## src/rtl/gate_test_sequencer.sv

```systemverilog
// Self-test sequencer for a 2-input single-bit cell: walks {a,b} through 00..11,
// waits a settle time, samples the cell output and checks it against a truth table.
module gate_test_sequencer #(
  parameter logic [3:0]  TRUTH         = 4'b1000,
  parameter int unsigned SETTLE_CYCLES = 2
) (
  input  logic       clk,
  input  logic       rst,
  input  logic       start,
  input  logic       abort,
  input  logic       dut_out,
  output logic       dut_a,
  output logic       dut_b,
  output logic       busy,
  output logic       done,
  output logic       pass,
  output logic [2:0] err_count,
  output logic       fail_valid,
  output logic [1:0] fail_vec
);

  typedef enum logic [2:0] {
    S_IDLE   = 3'd0,
    S_APPLY  = 3'd1,
    S_SETTLE = 3'd2,
    S_CHECK  = 3'd3,
    S_DONE   = 3'd4
  } state_t;

  localparam logic [3:0] SETTLE_LOAD = 4'(SETTLE_CYCLES - 1);

  state_t     state_q, state_d;
  logic [1:0] idx_q, idx_d;
  logic [3:0] cnt_q, cnt_d;
  logic       dut_a_q, dut_a_d;
  logic       dut_b_q, dut_b_d;
  logic       busy_q, busy_d;
  logic       done_q, done_d;
  logic       pass_q, pass_d;
  logic [2:0] err_q, err_d;
  logic       fail_valid_q, fail_valid_d;
  logic [1:0] fail_vec_q, fail_vec_d;

  // Next-state and next-output computation for the sequencer.
  always_comb begin
    state_d      = state_q;
    idx_d        = idx_q;
    cnt_d        = cnt_q;
    dut_a_d      = dut_a_q;
    dut_b_d      = dut_b_q;
    err_d        = err_q;
    fail_valid_d = fail_valid_q;
    fail_vec_d   = fail_vec_q;

    // Abort wins over start everywhere; error status is deliberately left as is.
    if (abort) begin
      state_d = S_IDLE;
      dut_a_d = 1'b0;
      dut_b_d = 1'b0;
    end else begin
      case (state_q)
        S_IDLE, S_DONE: begin
          if (start) begin
            state_d      = S_APPLY;
            idx_d        = 2'd0;
            err_d        = 3'd0;
            fail_valid_d = 1'b0;
            fail_vec_d   = 2'd0;
          end else begin
            state_d = state_q;
          end
        end
        S_APPLY: begin
          dut_a_d = idx_q[1];
          dut_b_d = idx_q[0];
          cnt_d   = SETTLE_LOAD;
          state_d = S_SETTLE;
        end
        S_SETTLE: begin
          if (cnt_q != 4'd0) begin
            cnt_d = cnt_q - 4'd1;
          end else begin
            state_d = S_CHECK;
          end
        end
        S_CHECK: begin
          if (dut_out != TRUTH[idx_q]) begin
            err_d = err_q + 3'd1;
            if (!fail_valid_q) begin
              fail_valid_d = 1'b1;
              fail_vec_d   = idx_q;
            end else begin
              fail_valid_d = fail_valid_q;
            end
          end else begin
            err_d = err_q;
          end
          if (idx_q == 2'd3) begin
            state_d = S_DONE;
          end else begin
            idx_d   = idx_q + 2'd1;
            state_d = S_APPLY;
          end
        end
        default: begin
          state_d = S_IDLE;
        end
      endcase
    end

    busy_d = (state_d == S_APPLY) || (state_d == S_SETTLE) || (state_d == S_CHECK);
    done_d = (state_d == S_DONE);
    pass_d = done_d && (err_d == 3'd0);
  end

  // State and output registers with synchronous reset.
  always_ff @(posedge clk) begin
    if (rst) begin
      state_q      <= S_IDLE;
      idx_q        <= 2'd0;
      cnt_q        <= 4'd0;
      dut_a_q      <= 1'b0;
      dut_b_q      <= 1'b0;
      busy_q       <= 1'b0;
      done_q       <= 1'b0;
      pass_q       <= 1'b0;
      err_q        <= 3'd0;
      fail_valid_q <= 1'b0;
      fail_vec_q   <= 2'd0;
    end else begin
      state_q      <= state_d;
      idx_q        <= idx_d;
      cnt_q        <= cnt_d;
      dut_a_q      <= dut_a_d;
      dut_b_q      <= dut_b_d;
      busy_q       <= busy_d;
      done_q       <= done_d;
      pass_q       <= pass_d;
      err_q        <= err_d;
      fail_valid_q <= fail_valid_d;
      fail_vec_q   <= fail_vec_d;
    end
  end

  assign dut_a      = dut_a_q;
  assign dut_b      = dut_b_q;
  assign busy       = busy_q;
  assign done       = done_q;
  assign pass       = pass_q;
  assign err_count  = err_q;
  assign fail_valid = fail_valid_q;
  assign fail_vec   = fail_vec_q;

endmodule

```

## config.mk

```make
export PLATFORM = sky130hd
export DESIGN_NAME = gate_test_sequencer
export DESIGN_NICKNAME = d
export VERILOG_FILES = /design/src/rtl/gate_test_sequencer.sv
export SDC_FILE = /design/constraint.sdc
export NUM_CORES = 1
export LEC_CHECK = 0
export BUFFER_PORTS_ARGS = -buffer_cell sky130_fd_sc_hd__buf_4
export CAP_MARGIN = 20
export CORE_MARGIN = 1.5
export CORE_UTILIZATION = 35
export CTS_BUF_LIST = sky130_fd_sc_hd__clkbuf_16
export DETAILED_ROUTE_END_ITERATION = 7
export HOLD_SLACK_MARGIN = 0.15
export PLACE_DENSITY = 0.52
export REMOVE_ABC_BUFFERS = 1
export SETUP_SLACK_MARGIN = 0.15
export SLEW_MARGIN = 20
export SYNTH_ARGS = -nofsm -noshare
export SYNTH_HDL_FRONTEND = slang
export SYNTH_SLANG_ARGS = --single-unit
```

## constraint.sdc

```tcl
create_clock -name clk -period 1.7 [get_ports clk]
set_input_delay 0.255 -clock clk [delete_from_list [all_inputs] [get_ports clk]]
set_output_delay 0.255 -clock clk [all_outputs]
set_load 0.01 [all_outputs]
```

### Yosys cells after proc, flatten, opt, wreduce, memory -nomap -nowiden

Index checks and enable logic that the tools add are counted.
W data, S select, Z words.

* register bits: 20
* bits in latches: 0
* bits in writable memories: 0
* memory bits (read-only): 0
* bits of input ports: 5
* output and inout bits: 11
* word-level logic and storage cells: 67
* memories kept: 0

* $add $sub $neg: 3
* $mul: 0
* div/mod/pow operators: 0
* magnitude comparators: 1
* eq/ne operators: 15
* shift-type cells: 0
* mux-type cells: 22
* bitwise logic cells: 1
* reduce and logical (&&, ||, !) cells: 14

Operator list (number)
* $mux W3: 7
* $eq A3 B2 Y1 const B: 4
* $pmux W3 S4: 1
* $ne A2 B2 Y1 const B: 5
* $mux W2: 4
* $pmux W2 S2: 2
* $pmux W4 S2: 1
* $reduce_and A4 Y1: 2
* $eq A3 B1 Y1 const B: 2
* $eq A3 B3 Y1 const B: 2
* $logic_not A3 Y1: 2
* $pmux W3 S2: 1
* $reduce_and A5 Y1: 1
* $mux W4: 1
* $reduce_bool A2 Y1: 2
* $reduce_bool A4 Y1: 1
* $reduce_or A2 Y1: 2
* $sub A4 B1 Y4 const B: 1
* $add A3 B1 Y3 const B: 1
* $lt A2 B3 Y1 const B: 1
* $mux W1: 3
* $reduce_and A3 Y1: 1
* $add A2 B1 Y2 const B: 1
* $bmux W1 S2: 1
* other kinds (6): 7

### Depth between registers and ports, before layout

* depth in word-level cells: 8
* gate-level depth with buffers: 6
* gate-level depth less buffers: 6

### Worst setup path before layout

No wires, ideal clock.

* path kind: register to register
* start: register idx_q[0]
* end: register pass_q, in the netlist pass
* library setup time: 0.061 ns
* data arrival time: 1.375 ns
* required time: 1.639 ns
* path slack: 0.264 ns
* stages on the path, launching flop included: 6
* path buffers: 0
* clock period less this slack: 1.436 ns
* cells stage by stage: dfxtp_1 > ha_1 > xnor2_1 > o211a_1 > a211oi_1 > and4_1

* longest elaborated chain between the ends: 8
* elaborated cells on any way between the ends: 13
* classes of those cells: eq/ne: 3; mux: 8; reduce/logical: 2

RTL lines
* from (decl): line 33 `logic [1:0] idx_q, idx_d;`
* from (signal assigned): line 132 `idx_q <= idx_d;`
* $bmux W1 S2: line 87 `if (dut_out != TRUTH[idx_q]) begin`
* $mux W1 (not written as such): line 87
* $ne A1 B1 Y1: line 87
* $mux W3: line 87
* $pmux W3 S2: line 61 `case (state_q)`
* $mux W3: line 56 `if (abort) begin`
* $logic_not A3 Y1: line 113 `pass_d = done_d && (err_d == 3'd0);`
* $logic_and A1 B1 Y1 *: line 113
* to (signal assigned): line 138 `pass_q <= pass_d;`
* to (decl): line 39 `logic pass_q, pass_d;`

Every way passes the cells marked *; elsewhere a longest branch is shown, timed or not. The select of a mux whose other input is x is not followed.
A chain may end at the register's enable or synchronous reset.

### Worst setup path in the final report

* start: register state_q[1]
* end: register pass_q, in the netlist pass

* longest elaborated chain between the ends: 6
* elaborated cells on any way between the ends: 15
* classes of those cells: eq/ne: 5; mux: 6; reduce/logical: 4

RTL lines
* from (decl): line 32 `state_t state_q, state_d;`
* from (signal assigned): line 131 `state_q <= state_d;`
* $eq A3 B3 Y1 or $logic_not A3 Y1 (tied branches): line 61
* $reduce_or A2 Y1: line 61
* $pmux W3 S4 or $pmux W3 S2 (tied branches): line 61
* $mux W3: line 56
* $eq A3 B3 Y1 or $logic_not A3 Y1 (tied branches): line 112, 113
* $logic_and A1 B1 Y1 *: line 113

Every way passes the cells marked *; elsewhere a longest branch is shown, timed or not.

==> impl_results.md <==
* Final setup fails at 0
* Crit-path max FO at 11
* Setup crit start: state_q[1]$_SDFF_PP0_
* Sw Pwr at 0.000236 W
* Clock sinks at 20
* Fmax at 638 MHz
* Post-synth EDFFs at 0
* Worst-Skew Late Latency at 0.25 ns
* Post-synthesis sequential area ratio at 0.390
* Clk slew on worst S/H paths at 0.06 ns
* Remaining antenna violation count after routing at 0
* Met2 global-route usage at 0.241
* FF-to-FF Start: state_q[1]$_SDFF_PP0_
* Flop pwr share at 0.398
* Worst Hold Slack at 0.295 ns
* Met1 usage at 0.223
* Die X at 57.2 um
* Part of the power in the clock network at 0.530
* Pwr Total at 0.00122 W
* Synth cell types at 40
* I/O pin total at 16
* Die H at 57.2 um
* Slew at the pin closest to its max-slew limit at 0.468 ns
* Grt ovf at 0
* Initial DRC Count at 19
* Worst reg2reg path depth at 4
* # DRC at 0
* Root buf cell: clkbuf_16
* Hold Path Sink: state_q[2]$_SDFF_PP0_
* Hold depth at 2
* Top FF cell, synth: dfxtp_1
* Setup Skew at 0.00124 ns
* Setup Slack @ Placement at 0.0716 ns
* Vias at 905
* Hold_buf cts at 0
* Initial Util at 0.369
* Syn Std Cell Area at 1030 um2
* Port Buffers at 15
* Period utilization at 0.922
* Final setup margin at 0.132 ns
* Largest net degree at the start of global routing at 21
* Worst hold path type: primary input to register
* Final WL at 2.37 mm
* Clock buffer depth at 2
* Die area at 3270 um2
* Fin. Hold Viols at 0
* Int Pwr at 0.000982 W
* Critical path, cell by cell: buf_4 -> or4b_4 -> a211oi_4 -> and4_1
* Crit path arrival time at 1.76 ns
* Antenna violations before repair at 0
* CP max-delay cell: or4b_4
* Post-Route Setup TNS at 0 ns
* Routed len/inst at 14.4 um
* Critical path class: register to register
* Yosys warns at 0
* Global-route wire length before repair at 4.04 mm
* Final min period at 1.57 ns
* Post-detail-place hpwl at 1.58 mm
* CTS H-tree depth at 1
* Drt first pass iters at 4
* Slew margin rel. at 0.687
* Post-Syn Instances at 116
* Max cap viols at 0
* Outcome: completed
* Final net count at 142
* Setup crit start kind: register
* Crit end category: register
* Top Usage Layer GRT: met2
* GR Util met3 at 0.0295
* R2r setup slk at 0.13 ns
* WP data required at 1.89 ns
* Part of the power in combinational logic at 0.072
* Area grow syn2layout at 30.9%
* Count of pins over their slew limit at 0
* Fill cell total of the finished layout at 266
* Diode count at 0
* Crit path largest cell delay at 0.57 ns
* PD cells at 905 nW/um2
* Vias in the first global route at 848
* Leak at 0.517 nW
* RSZ-0062 raised after global routing: true
* Layout cells sized above 1 at 0.286
* Sw frac at 0.194
* Synth async-reset ratio at 0
* GRT Total Usage at 0.157
* Seq cells post-synth at 20
* Placer's final routability congestion estimate at 0.769
* CTS buffer count at 3
* Via density at 5.52
* Syn Area/Cell at 8.86 um2
* Cell Rows at 19
* Core Area at 2780 um2
* CTS tree: yes
* RR Endpoint: pass$_SDFF_PP0_
* HP Start: abort
* Maximum VDD drop at 0.495 mV
cell usage in the layout, fill, tap and decap left out, types with 3 or more instances in the layout:
| cell | n |
|---|---|
| buf_4 | 20 |
| dfxtp_1 | 17 |
| nor2_1 | 14 |
| a21oi_1 | 7 |
| o21ai_0 | 7 |
| inv_1 | 6 |
| mux2i_1 | 5 |
| nand2_1 | 4 |
| nor3_1 | 4 |
| or3_1 | 3 |
| nand2b_1 | 3 |
| a211oi_1 | 3 |
| clkbuf_16 | 3 |
| dfxtp_2 | 3 |
worst max-delay path by stage:
stage	end	cells after the start
finish	pass$_SDFF_PP0_	4
global route	pass$_SDFF_PP0_	4
CTS	pass$_SDFF_PP0_	5
detailed placement	pass$_SDFF_PP0_	5
global placement	pass$_SDFF_PP0_	5
floorplan	cnt_q[2]$_SDFFE_PP0P_	4
power groups by stage:
stage               Combinational, W  Clock, W  Sequential, W
floorplan                  0.0000380         0       0.000495
global placement           0.0000779         0       0.000493
detailed placement         0.0000780         0       0.000493
CTS                        0.0000804  0.000655       0.000483
global route               0.0000972  0.000669       0.000485
finish                     0.0000877  0.000645       0.000485
sequential cells by signal (all words and copies together) (netlist names):
name and cells:
busy 1, fail_vec 2, pass 1, dut_b 1
dut_a 1, cnt_q 4, err_count 3, fail_valid 1
state_q 3, idx_q 2, done 1
cells by family (layout without fill, tap and decap cells):
logic type      after synthesis  in the layout  synth area share
simple gates                 46             46             0.267
compound gates               26             26             0.166
flops                        20             20             0.390
buf+inv                      13             30            0.0670
mux                           5              5            0.0487
fa+ha+maj                     3              3            0.0365
xor+xnor                      3              3            0.0256
worst max-delay path, delay by kind of cell, from the launching register on:
family / cells / cell delay (ns)
flip-flops: 1 / 0.31
AND/OR/NAND/NOR: 2 / 0.79
buffers and inverters: 1 / 0.18
AO/OA/AOI/OAI: 1 / 0.22
layout make-up:
cell class / count / area [um2] / share of cell area
multi-input combinational: 83 / 624 / 0.464
clock inverter: 1 / 30.0 / 0.0223
clock buffer: 3 / 75.1 / 0.0558
tap: 31 / 38.8 / 0.0288
timing repair buffer: 20 / 150 / 0.112
inverter: 6 / 22.5 / 0.0167
sequential: 20 / 404 / 0.300
layer usage:
layer / vias to the layer above / part of all wire
li1: 458 / -
met1: 425 / 0.50
met2: 20 / 0.47
met3: 2 / 0.027
met4: 0 / 0.0042
met5: - / 0
synthesized netlist by cell type (all sizes together), types with 2 or more instances:
library cell	number	share of area
dfxtp	20	0.39
nor2	14	0.051
a21oi	7	0.034
o21ai	7	0.034
buf	6	0.041
inv	6	0.022
a211oi	5	0.041
mux2i	5	0.049
nand2	4	0.015
nor3	4	0.019
ha	3	0.037
nand2b	3	0.018
nor4b	3	0.032
or3	3	0.018
a22oi	2	0.015
nand3	2	0.0097
nand4	2	0.012
nor3b	2	0.015
xnor2	2	0.017
metrics by stage:
step,instance area (um2),util,instances
finish,1350,0.484,164
global route,1350,0.484,164
CTS,1290,0.465,164
detailed placement,1170,0.421,160
global placement,1170,0.421,160
floorplan,981,-,109
what timing repair did:
action,CTS,global route
gates resized for setup,5,10
gates cloned,0,0
endpoints found under the setup margin,7,12
buffers inserted,0,0
pin swaps,0,3
Power figures use the tool's default switching activity.
